--- config.mk ---
export PLATFORM = sky130hd
export DESIGN_NAME = logic_result_stage
export DESIGN_NICKNAME = d
export VERILOG_FILES = /design/src/rtl/logic_stage_pkg.sv /design/src/rtl/result_flags.sv /design/src/rtl/logic_result_stage.sv
export SDC_FILE = /design/constraint.sdc
export NUM_CORES = 1
export LEC_CHECK = 0
export ABC_AREA = 1
export CAP_MARGIN = 5
export CORE_MARGIN = 2
export CORE_UTILIZATION = 55
export CTS_CLUSTER_SIZE = 14
export DETAILED_ROUTE_END_ITERATION = 7
export GPL_ROUTABILITY_DRIVEN = 0
export GPL_TIMING_DRIVEN = 1
export HOLD_SLACK_MARGIN = 0.05
export PLACE_DENSITY_LB_ADDON = 0.12
export SLEW_MARGIN = 20
export SYNTH_ARGS = -nofsm -noshare
export SYNTH_HDL_FRONTEND = slang
export SYNTH_SLANG_ARGS = --single-unit
--- constraint.sdc ---
create_clock -name clk -period 3.3 [get_ports clk]
set_input_delay 0.825 -clock clk [delete_from_list [all_inputs] [get_ports clk]]
set_output_delay 0.825 -clock clk [all_outputs]
set_load 0.02 [all_outputs]
--- src/rtl/logic_stage_pkg.sv ---
// Shared widths, state encoding and flag payload for the logic result stage.
package logic_stage_pkg;

    localparam int unsigned WIDTH = 32;
    localparam int unsigned RD_W  = 5;

    typedef enum logic [1:0] {
        EMPTY = 2'd0,
        ONE   = 2'd1,
        TWO   = 2'd2
    } state_e;

    typedef struct packed {
        logic zero;
        logic sign;
        logic parity;
    } flags_t;

endpackage

--- src/rtl/result_flags.sv ---
// Combinational zero/sign/parity flags for a logic-unit result word.
module result_flags
    import logic_stage_pkg::*;
#(
    parameter int unsigned WIDTH = logic_stage_pkg::WIDTH
) (
    input  logic [WIDTH-1:0] result_i,
    output flags_t           flags_o
);

    always_comb begin
        flags_o        = '0;
        flags_o.zero   = (result_i == '0);
        flags_o.sign   = result_i[WIDTH-1];
        flags_o.parity = ^result_i;
    end

endmodule

--- src/rtl/logic_result_stage.sv ---
// Two-entry skid buffer between the logic unit and writeback; flags are
// computed once at capture and travel with the entry.
module logic_result_stage
    import logic_stage_pkg::*;
#(
    parameter int unsigned WIDTH = logic_stage_pkg::WIDTH,
    parameter int unsigned RD_W  = logic_stage_pkg::RD_W
) (
    input  logic             clk,
    input  logic             rst_n,
    input  logic             flush,
    input  logic             in_valid,
    output logic             in_ready,
    input  logic [WIDTH-1:0] in_result,
    input  logic [RD_W-1:0]  in_rd,
    output logic             out_valid,
    input  logic             out_ready,
    output logic [WIDTH-1:0] out_result,
    output logic [RD_W-1:0]  out_rd,
    output logic             out_zero,
    output logic             out_sign,
    output logic             out_parity
);

    state_e           state_q;
    logic             in_ready_q;
    logic             out_valid_q;
    logic [WIDTH-1:0] head_result_q;
    logic [RD_W-1:0]  head_rd_q;
    flags_t           head_flags_q;
    logic [WIDTH-1:0] skid_result_q;
    logic [RD_W-1:0]  skid_rd_q;
    flags_t           skid_flags_q;

    flags_t           in_flags;
    logic             accept;
    logic             pop;

    result_flags #(
        .WIDTH (WIDTH)
    ) u_result_flags (
        .result_i (in_result),
        .flags_o  (in_flags)
    );

    assign accept = in_valid && in_ready_q;
    assign pop    = out_valid_q && out_ready;

    // Head holds the oldest entry; skid only fills when the head is stalled.
    always_ff @(posedge clk) begin
        if (!rst_n) begin
            state_q       <= EMPTY;
            in_ready_q    <= 1'b0;
            out_valid_q   <= 1'b0;
            head_result_q <= '0;
            head_rd_q     <= '0;
            head_flags_q  <= '0;
            skid_result_q <= '0;
            skid_rd_q     <= '0;
            skid_flags_q  <= '0;
        end else if (flush) begin
            state_q     <= EMPTY;
            in_ready_q  <= 1'b1;
            out_valid_q <= 1'b0;
        end else begin
            case (state_q)
                EMPTY: begin
                    in_ready_q <= 1'b1;
                    if (accept) begin
                        head_result_q <= in_result;
                        head_rd_q     <= in_rd;
                        head_flags_q  <= in_flags;
                        out_valid_q   <= 1'b1;
                        state_q       <= ONE;
                    end
                end
                ONE: begin
                    if (accept && pop) begin
                        head_result_q <= in_result;
                        head_rd_q     <= in_rd;
                        head_flags_q  <= in_flags;
                    end else if (accept) begin
                        skid_result_q <= in_result;
                        skid_rd_q     <= in_rd;
                        skid_flags_q  <= in_flags;
                        in_ready_q    <= 1'b0;
                        state_q       <= TWO;
                    end else if (pop) begin
                        out_valid_q <= 1'b0;
                        state_q     <= EMPTY;
                    end
                end
                TWO: begin
                    if (pop) begin
                        head_result_q <= skid_result_q;
                        head_rd_q     <= skid_rd_q;
                        head_flags_q  <= skid_flags_q;
                        in_ready_q    <= 1'b1;
                        state_q       <= ONE;
                    end
                end
                default: begin
                    state_q     <= EMPTY;
                    in_ready_q  <= 1'b1;
                    out_valid_q <= 1'b0;
                end
            endcase
        end
    end

    assign in_ready   = in_ready_q;
    assign out_valid  = out_valid_q;
    assign out_result = head_result_q;
    assign out_rd     = head_rd_q;
    assign out_zero   = head_flags_q.zero;
    assign out_sign   = head_flags_q.sign;
    assign out_parity = head_flags_q.parity;

endmodule

# Word-level counts from Yosys, hierarchy flattened
# Cells that the tools add are included.
# W data, S select, Z words.
dict set report classes {
  eq_ne 12
  reduce_logical 13
  bitwise 4
  muxes 28
}
# op count
set ops {}
lappend ops {{$mux W32} 3}
lappend ops {{$pmux W32 S3} 1}
lappend ops {{$logic_not A32 Y1} 1}
lappend ops {{$reduce_xor A32 Y1} 1}
lappend ops {{$mux W5} 3}
lappend ops {{$pmux W5 S3} 1}
lappend ops {{$ne A2 B2 Y1 const B} 6}
lappend ops {{$ne A3 B3 Y1 const B} 4}
lappend ops {{$mux W2} 5}
lappend ops {{$reduce_and A5 Y1} 2}
lappend ops {{$mux W3} 3}
lappend ops {{$pmux W3 S3} 1}
lappend ops {{$mux W1} 8}
lappend ops {{$reduce_and A4 Y1} 2}
lappend ops {{$pmux W2 S3} 1}
lappend ops {{$not A1 Y1} 4}
lappend ops {{$logic_and A1 B1 Y1} 3}
lappend ops {{$pmux W1 S3} 1}
lappend ops {{$reduce_and A3 Y1} 1}
lappend ops {{$reduce_bool A3 Y1} 1}
lappend ops {{$eq A2 B1 Y1 const B} 1}
lappend ops {{$eq A2 B2 Y1 const B} 1}
lappend ops {{$logic_not A2 Y1} 1}
lappend ops {{$pmux W1 S2} 1}
lappend ops {{$reduce_or A2 Y1} 1}
dict set report totals {
  in_bits 42
  ff_bits 84
}

# Longest topological paths before layout
dict set report depth {
  depth_word 5
  depth_mapped 15
  mapped_depth_nobuf 15
}

# Modules after synthesis
# From an unflattened synthesis, not the netlist that was laid out.
dict set report hier_totals {
  cells_unflattened 752
  hier_area_um2 4603.2
}
# mod seq_area_each_um2 cells_each area_each_um2 n_inst
set modules_own_cells {}
lappend modules_own_cells {logic_result_stage 1681.6 609 3862.5 1}
lappend modules_own_cells {result_flags 0.0 143 740.7 1}

# Worst setup path after synthesis
# Ideal clock, no wire load.
dict set report synth_timing {
  path_kind {input port to flip-flop}
  startpoint {input in_result[6]}
  endpoint {register skid_flags_q[0] (netlist name)}
  setup_ns 0.109
  setup_slack_ns 1.200
  n_path_buf 0
  path_stages 13
  t_arrival_ns 1.991
  t_required_ns 3.191
  cell_sequence {inv_1 > ha_1 > or2_2 > nand2_1 > nand2_1 > nand2_1 > nand2_1 > nand2_1 > nand2_1 > nand2_1 > nand2_1 > nand2_1 > inv_1}
}
dict set report synth_via {
  elab_chain_cells 1
}
# element line_no
set synth_rtl {}
lappend synth_rtl {{start, declared} logic_result_stage.sv:14} ;# input logic [WIDTH-1:0] in_result,
lappend synth_rtl {{$reduce_xor A32 Y1} result_flags.sv:15} ;# flags_o.parity = ^result_i;
lappend synth_rtl {{end signal, assigned} logic_result_stage.sv:85} ;# skid_flags_q <= in_flags;
lappend synth_rtl {{end, declared} logic_result_stage.sv:33} ;# flags_t skid_flags_q;
# No other way between the ends.
# A chain may end at the register's enable or synchronous reset.

# Worst setup path after layout
# Ends and elaborated chain as after synthesis.

==> results.md <==
* Inserted Diodes at 0
* Crit path required time at between 3000 and 4000 ps
* Leakage at ~2.2 nW
* Cell count after placement at 735
* # IOs at 84
* Postcts setup bufs at 0
* WP depth at 14
* CP max-delay cell: clkdlybuf4s50_1
* FF+latch count, synth at a little over 80
* Buf+Inv Stages, Crit Path at 3
* # port buffers at 83
* Worst slack, placed at approximately 580 ps
* Setup-failing EPs final at 0
* TritonCTS buffer count at 9
* Die Span X at ~89 µm
* Max VDD drop at 345 µV
* DRC Markers at 0
* Core region area at a little under 7000 µm²
* Full die area at 7920 µm²
* Reg2Reg Depth at 6
* Worst Path Arrival at 2660 ps
* Syn Nets at 639
* Fin cells at about 750
* Commonest non-fill, non-tap cell in the layout: nand2_1
* Synth cell types at 25
* Crit-path cells: clkdlybuf4s50_1, inv_1, ha_1, or2_2, nand2_1, nand2_1, nand2_1, nand2_1, nand2_1, nand2_1, nand2_1, nand2_1, nand2_1, inv_1
* Final setup margin at 895 ps
* TritonCTS clock tree: done
* Critical Path Start Type: input port
* DP Area at between 4000 and 5000 µm²
* Clock root buffer: clkbuf_8
* Hold WS at 449 ps
* Fin area at 5070 µm²
* Crit share post-route at 72.9%
* Mapped cell area at 3970 µm²
* Layout Utilization at 73.4%
* Sequential area share after synthesis at approximately two fifths
* Cell taking the most area after synthesis: dfxtp_1
* Initial core utilization at 57.5%
* RSZ-0062 raised after global routing: no
* Hold Path Class: flop to flop
* First-pass GRT wire length at between 10000 and 15000 µm
* Hold depth at 2
* CP Class: input port to flop
* CP max stage delay at 450 ps
* Fin. max-slew vios at 0
* Synth warnings at 0
* Crit end category: flop
* Vias at about 3800
* Layout net count at 708
* Share of post-route cells with drive strength above 1 at 4.73%
* Detailed Routing Iterations Pass 1 at 4
* Status: finished clean
* Post-DP HPWL at 6380 µm
* Starting DRT DRC Count at 169
* Crit-path most repeated cell: nand2_1
* Total GRT Usage at 24.0%
* Clk_lat worst skew at 360 ps
* Tmin final at between 2000 and 2500 ps
* Ranking of synthesized cells by area: dfxtp_1, o21ai_0, nand2_1
* Max_slew headroom at between 50% and 60%
* Max-Cap Viols at 0
* Gate Count Post-Synth at around 580
* Worst slew pin tran at 741 ps
* Vias in the first global route at 3439
* Sink Count at 82
* Synthesis-to-layout area growth at 27.7%
* CTS max path bufs at 2
* Most frequent cells in the layout: nand2_1, o21ai_0, nor2_1
* Routed Antenna Nets at 0
* Clock skew at 9.65 ps
* Routed wire per std cell at 12.3 µm
* Worst-path clk slew at 80 ps
* Die height at just under 90 µm
* CP top delay family: simple AND/OR/NAND/NOR gates
* PwrDens at 471 nW/µm²
* Power Total at 2.39 mW
* Pin count of the biggest net entering global routing at 50
* Fmax at just over 400 MHz
* CTS Hold Bufs at 0
* Hold Fails Final Rpt at 0
* Critical path fanouts, max at 4
* Setup tns final at 0 ps
* Synthesized area per cell at 6.84 µm²
* Avg Vias per Cell at between 5 and 6
* Initial antenna violation count at 0
* Total Wirelength at 9240 µm
* Htree depth at 3
* Synth top area share at 41.3%
* GRT overflow at 0
* Site Rows at 30
* Fillers at 594
* PostCTS Resize Cnt at 0
==> flip-flops by register name, indices dropped and copies added (netlist names), 2 cells and up <==
name,count
out_rd,5
out_result,32
skid_flags_q,2
skid_rd_q,5
skid_result_q,32
state_q,2
==> layer usage <==
| metal | share of wire [%] | global-route usage, % |
|---|---|---|
| met1 | 47 | 31.2 |
| met2 | 46 | 39.1 |
| met3 | 4.5 | 4.06 |
| met4 | 2.6 | 11.0 |
| met5 | 0 | 0 |
==> synthesized netlist by cell type <==
library cell	n
nand2_1	122
o21ai_0	112
nor2_1	88
dfxtp_1	82
inv_1	59
a21oi_1	44
ha_1	16
buf_2	12
clkbuf_1	12
buf_4	5
nand3_1	4
xnor2_1	4
inv_2	3
o21ai_1	3
xor2_1	3
clkbuf_2	2
nor2_2	2
buf_1	1
nand4_1	1
nor3_1	1
nor3_4	1
nor3b_2	1
o211a_1	1
o211ai_1	1
or2_2	1
==> cells by family after synthesis <==
family / count (synthesis) / synth area share, %
buffers and inverters: 94 / 9.80
AO/OA/AOI/OAI: 161 / 20.5
adder cells (fa/ha/maj): 16 / 5.04
flip-flops: 82 / 41.3
AND/OR/NAND/NOR: 221 / 21.8
XOR/XNOR: 7 / 1.54
==> worst min-delay path, cell delays in order (launching register included) <==
cell and delay [ps]:
dfxtp_1 310, inv_1 50, a21oi_1 50
==> cell type report <==
cell class | count | area (µm²) | area share [%]
multi-input combinational | 405 | 1950 | 38.4
sequential | 82 | 1640 | 32.4
timing repair buffer | 90 | 878 | 17.3
inverter | 62 | 233 | 4.59
clock buffer | 12 | 155 | 3.06
tap | 96 | 120 | 2.37
clock inverter | 4 | 97.6 | 1.92
==> worst paths after layout <==
check	startpoint	slack (ps)	endpoint
worst max-delay path	in_result[6]	900	skid_flags_q[0]
worst min-delay path	skid_rd_q[2]	450	skid_rd_q[2]
worst max register to register	state_q[1]	1220	out_result[11]
worst min register to register	skid_rd_q[2]	450	skid_rd_q[2]
==> power by group <==
| part | leakage [nW] | internal, mW | switching, mW |
|---|---|---|---|
| combinational | 1.41 | 0.196 | 0.243 |
| clock | 0.123 | 0.545 | 0.358 |
| sequential | 0.667 | 1.03 | 0.0198 |
| total | 2.20 | 1.77 | 0.622 |
(Power assumes the default switching activity.)
==> RTL edit: new RTL, same flow settings <==
Set the package constant `RD_W` to 10 (it was 5).
--- a/src/rtl/logic_stage_pkg.sv
+++ b/src/rtl/logic_stage_pkg.sv
@@ -2,7 +2,7 @@
 package logic_stage_pkg;
 
     localparam int unsigned WIDTH = 32;
-    localparam int unsigned RD_W  = 5;
+    localparam int unsigned RD_W  = 10;
 
     typedef enum logic [1:0] {
         EMPTY = 2'd0,
Interface: changed (resized in_rd and out_rd); port bits go from 84 to 94. The function was not compared with the original's and may differ.
==> RTL edit against the unedited design <==
- sequential cell count up 10
- final cell count up 3.2%
- routed wire length grew 6.7%
- setup slack better by 0.056 ns
- design area rose by 5.7%
- global-route usage grew 0.33 points
- area after synthesis rose by 7.0%
- maximum frequency up 2.4%
- sequential share of layout area increased by 2.0 points
- total power fell by 3.0%
- first-iteration DRC count is 12% lower
- synthesized cell count grew 1.9%
- clock power down 24%
- critical path type unchanged
- highest routed layer unchanged
==> RTL edit: results <==
export IMPL_status="finished, final reports clean"
export IMPL_nNonClkInverters=58
export IMPL_synth_cells=592
export IMPL_skew_ns=0.01089
export IMPL_grt_pass1_wl_mm=16.92
export IMPL_reg2reg_to="out_result[16]"
export IMPL_final_seq_area_um2=1842
export IMPL_vias=4049
export IMPL_drt_iter0_markers=148
export IMPL_hold_start="out_zero"
export IMPL_wl_per_cell_um=12.72
export IMPL_synth_cell_types=26
export IMPL_holdPathEnd="out_zero"
export IMPL_signal_buffers=101
export IMPL_dp_cells=759
export IMPL_leakagePower_uw=0.002398
export IMPL_reg2reg_slack_ns=1.56
export IMPL_synth_compound_area_share_pct=21.85
export IMPL_synth_area_leaders="dfxtp_1 43%, nand2_1 15%, o21ai_1 7.2%"
export IMPL_grt_use_met3_pct=5.423
export IMPL_routed_wl_mm=9.859
export IMPL_drive_gt1_share_pct=5.052
export IMPL_numPortBuffers=93
export IMPL_synth_fa_ha_area_share_pct=4.711
export IMPL_place_area_um2=5185
export IMPL_place_hpwl_mm=6.753
export IMPL_multi_input_comb_cells=406
export IMPL_wl_met1_mm=4.568
export IMPL_nFillCells=656
export IMPL_synth_xor_area_share_pct=1.443
export IMPL_worstRegToRegCells=7
export IMPL_grtUsageMet1_pct=30.17
export IMPL_grt_pass1_vias=3889
export IMPL_multi_input_area_share_pct=37.53
export IMPL_slew_headroom_pct=56.96
export IMPL_grtUsageTotal_pct=24.31
export IMPL_grt_use_met2_pct=41.61
export IMPL_synth_seq_cells=92
export IMPL_peakVddDrop_mv=0.2460
export IMPL_wl_met3_um=604
export IMPL_antenna_cells=0
export IMPL_num_nets_final=731
export IMPL_buffer_area_share_pct=18.39
export IMPL_synthTopCellsByCount="168 x nand2_1, 92 x dfxtp_1, 61 x o21ai_1"
export IMPL_syn_area_per_cell_um2=7.177
export IMPL_met2_length_mm=4.559
export IMPL_grt_max_degree=47
export IMPL_clk_share_pct=3.291
export IMPL_syn_nets=655
export IMPL_clock_buffers=10
export IMPL_post_cts_resized=0
export IMPL_cp_arrival_ns=2.61
export IMPL_yosysSeqAreaShare_pct=43.35
==> RTL edit: cell types whose count changed after synthesis, moves of 4 or more <==
cell      delta
clkbuf_1     +6
o21ai_1     +58
a31oi_1     +42
dfxtp_1     +10
nand2_1     +46
o21ai_0     -83
inv_1        -6
a21oi_1      -4
nor2_1      -56
==> RTL edit: how the worst max path moves through the flow <==
stage / start / to / slack [ns] / depth (start not counted)
2_1_floorplan: in_result[6] / skid_flags_q[0] / 1.21 / 13
3_3_place_gp: in_result[6] / skid_flags_q[0] / 0.64 / 14
3_5_place_dp: in_result[6] / skid_flags_q[0] / 0.59 / 14
4_1_cts: in_result[6] / skid_flags_q[0] / 0.97 / 14
5_1_grt: in_result[6] / skid_flags_q[0] / 0.80 / 14
6_report: in_result[6] / skid_flags_q[0] / 0.95 / 14
==> RTL edit: stage by stage <==
stage / hold slack [ns] / setup slack [ns] / util (%) / total power (uW)
floorplan: 0.4595 / 1.208 / - / 1474
global placement: 0.4551 / 0.6444 / 68.16 / 1640
detailed placement: 0.4542 / 0.5907 / 68.16 / 1653
CTS: 0.4674 / 0.9658 / 70.48 / 2332
global route: 0.4833 / 0.7999 / 70.48 / 2438
finish: 0.4695 / 0.9507 / 70.48 / 2317
==> RTL edit: report_power, final <==
group | switching, uW | internal [uW]
combinational | 247 | 208
clock | 393 | 293
sequential | 22.8 | 1150
total | 663 | 1650
==> RTL edit: critical path, cell delays in order <==
cell and delay [ns]:
clkdlybuf4s50_1 0.48, inv_1 0.06, ha_1 0.36, or2_2 0.33, nand2_1 0.06, nand2_1 0.05, nand2_1 0.07, nand2_1 0.05
nand2_1 0.05, nand2_1 0.07, nand2_1 0.06, nand2_1 0.04, nand2_1 0.07, inv_1 0.03
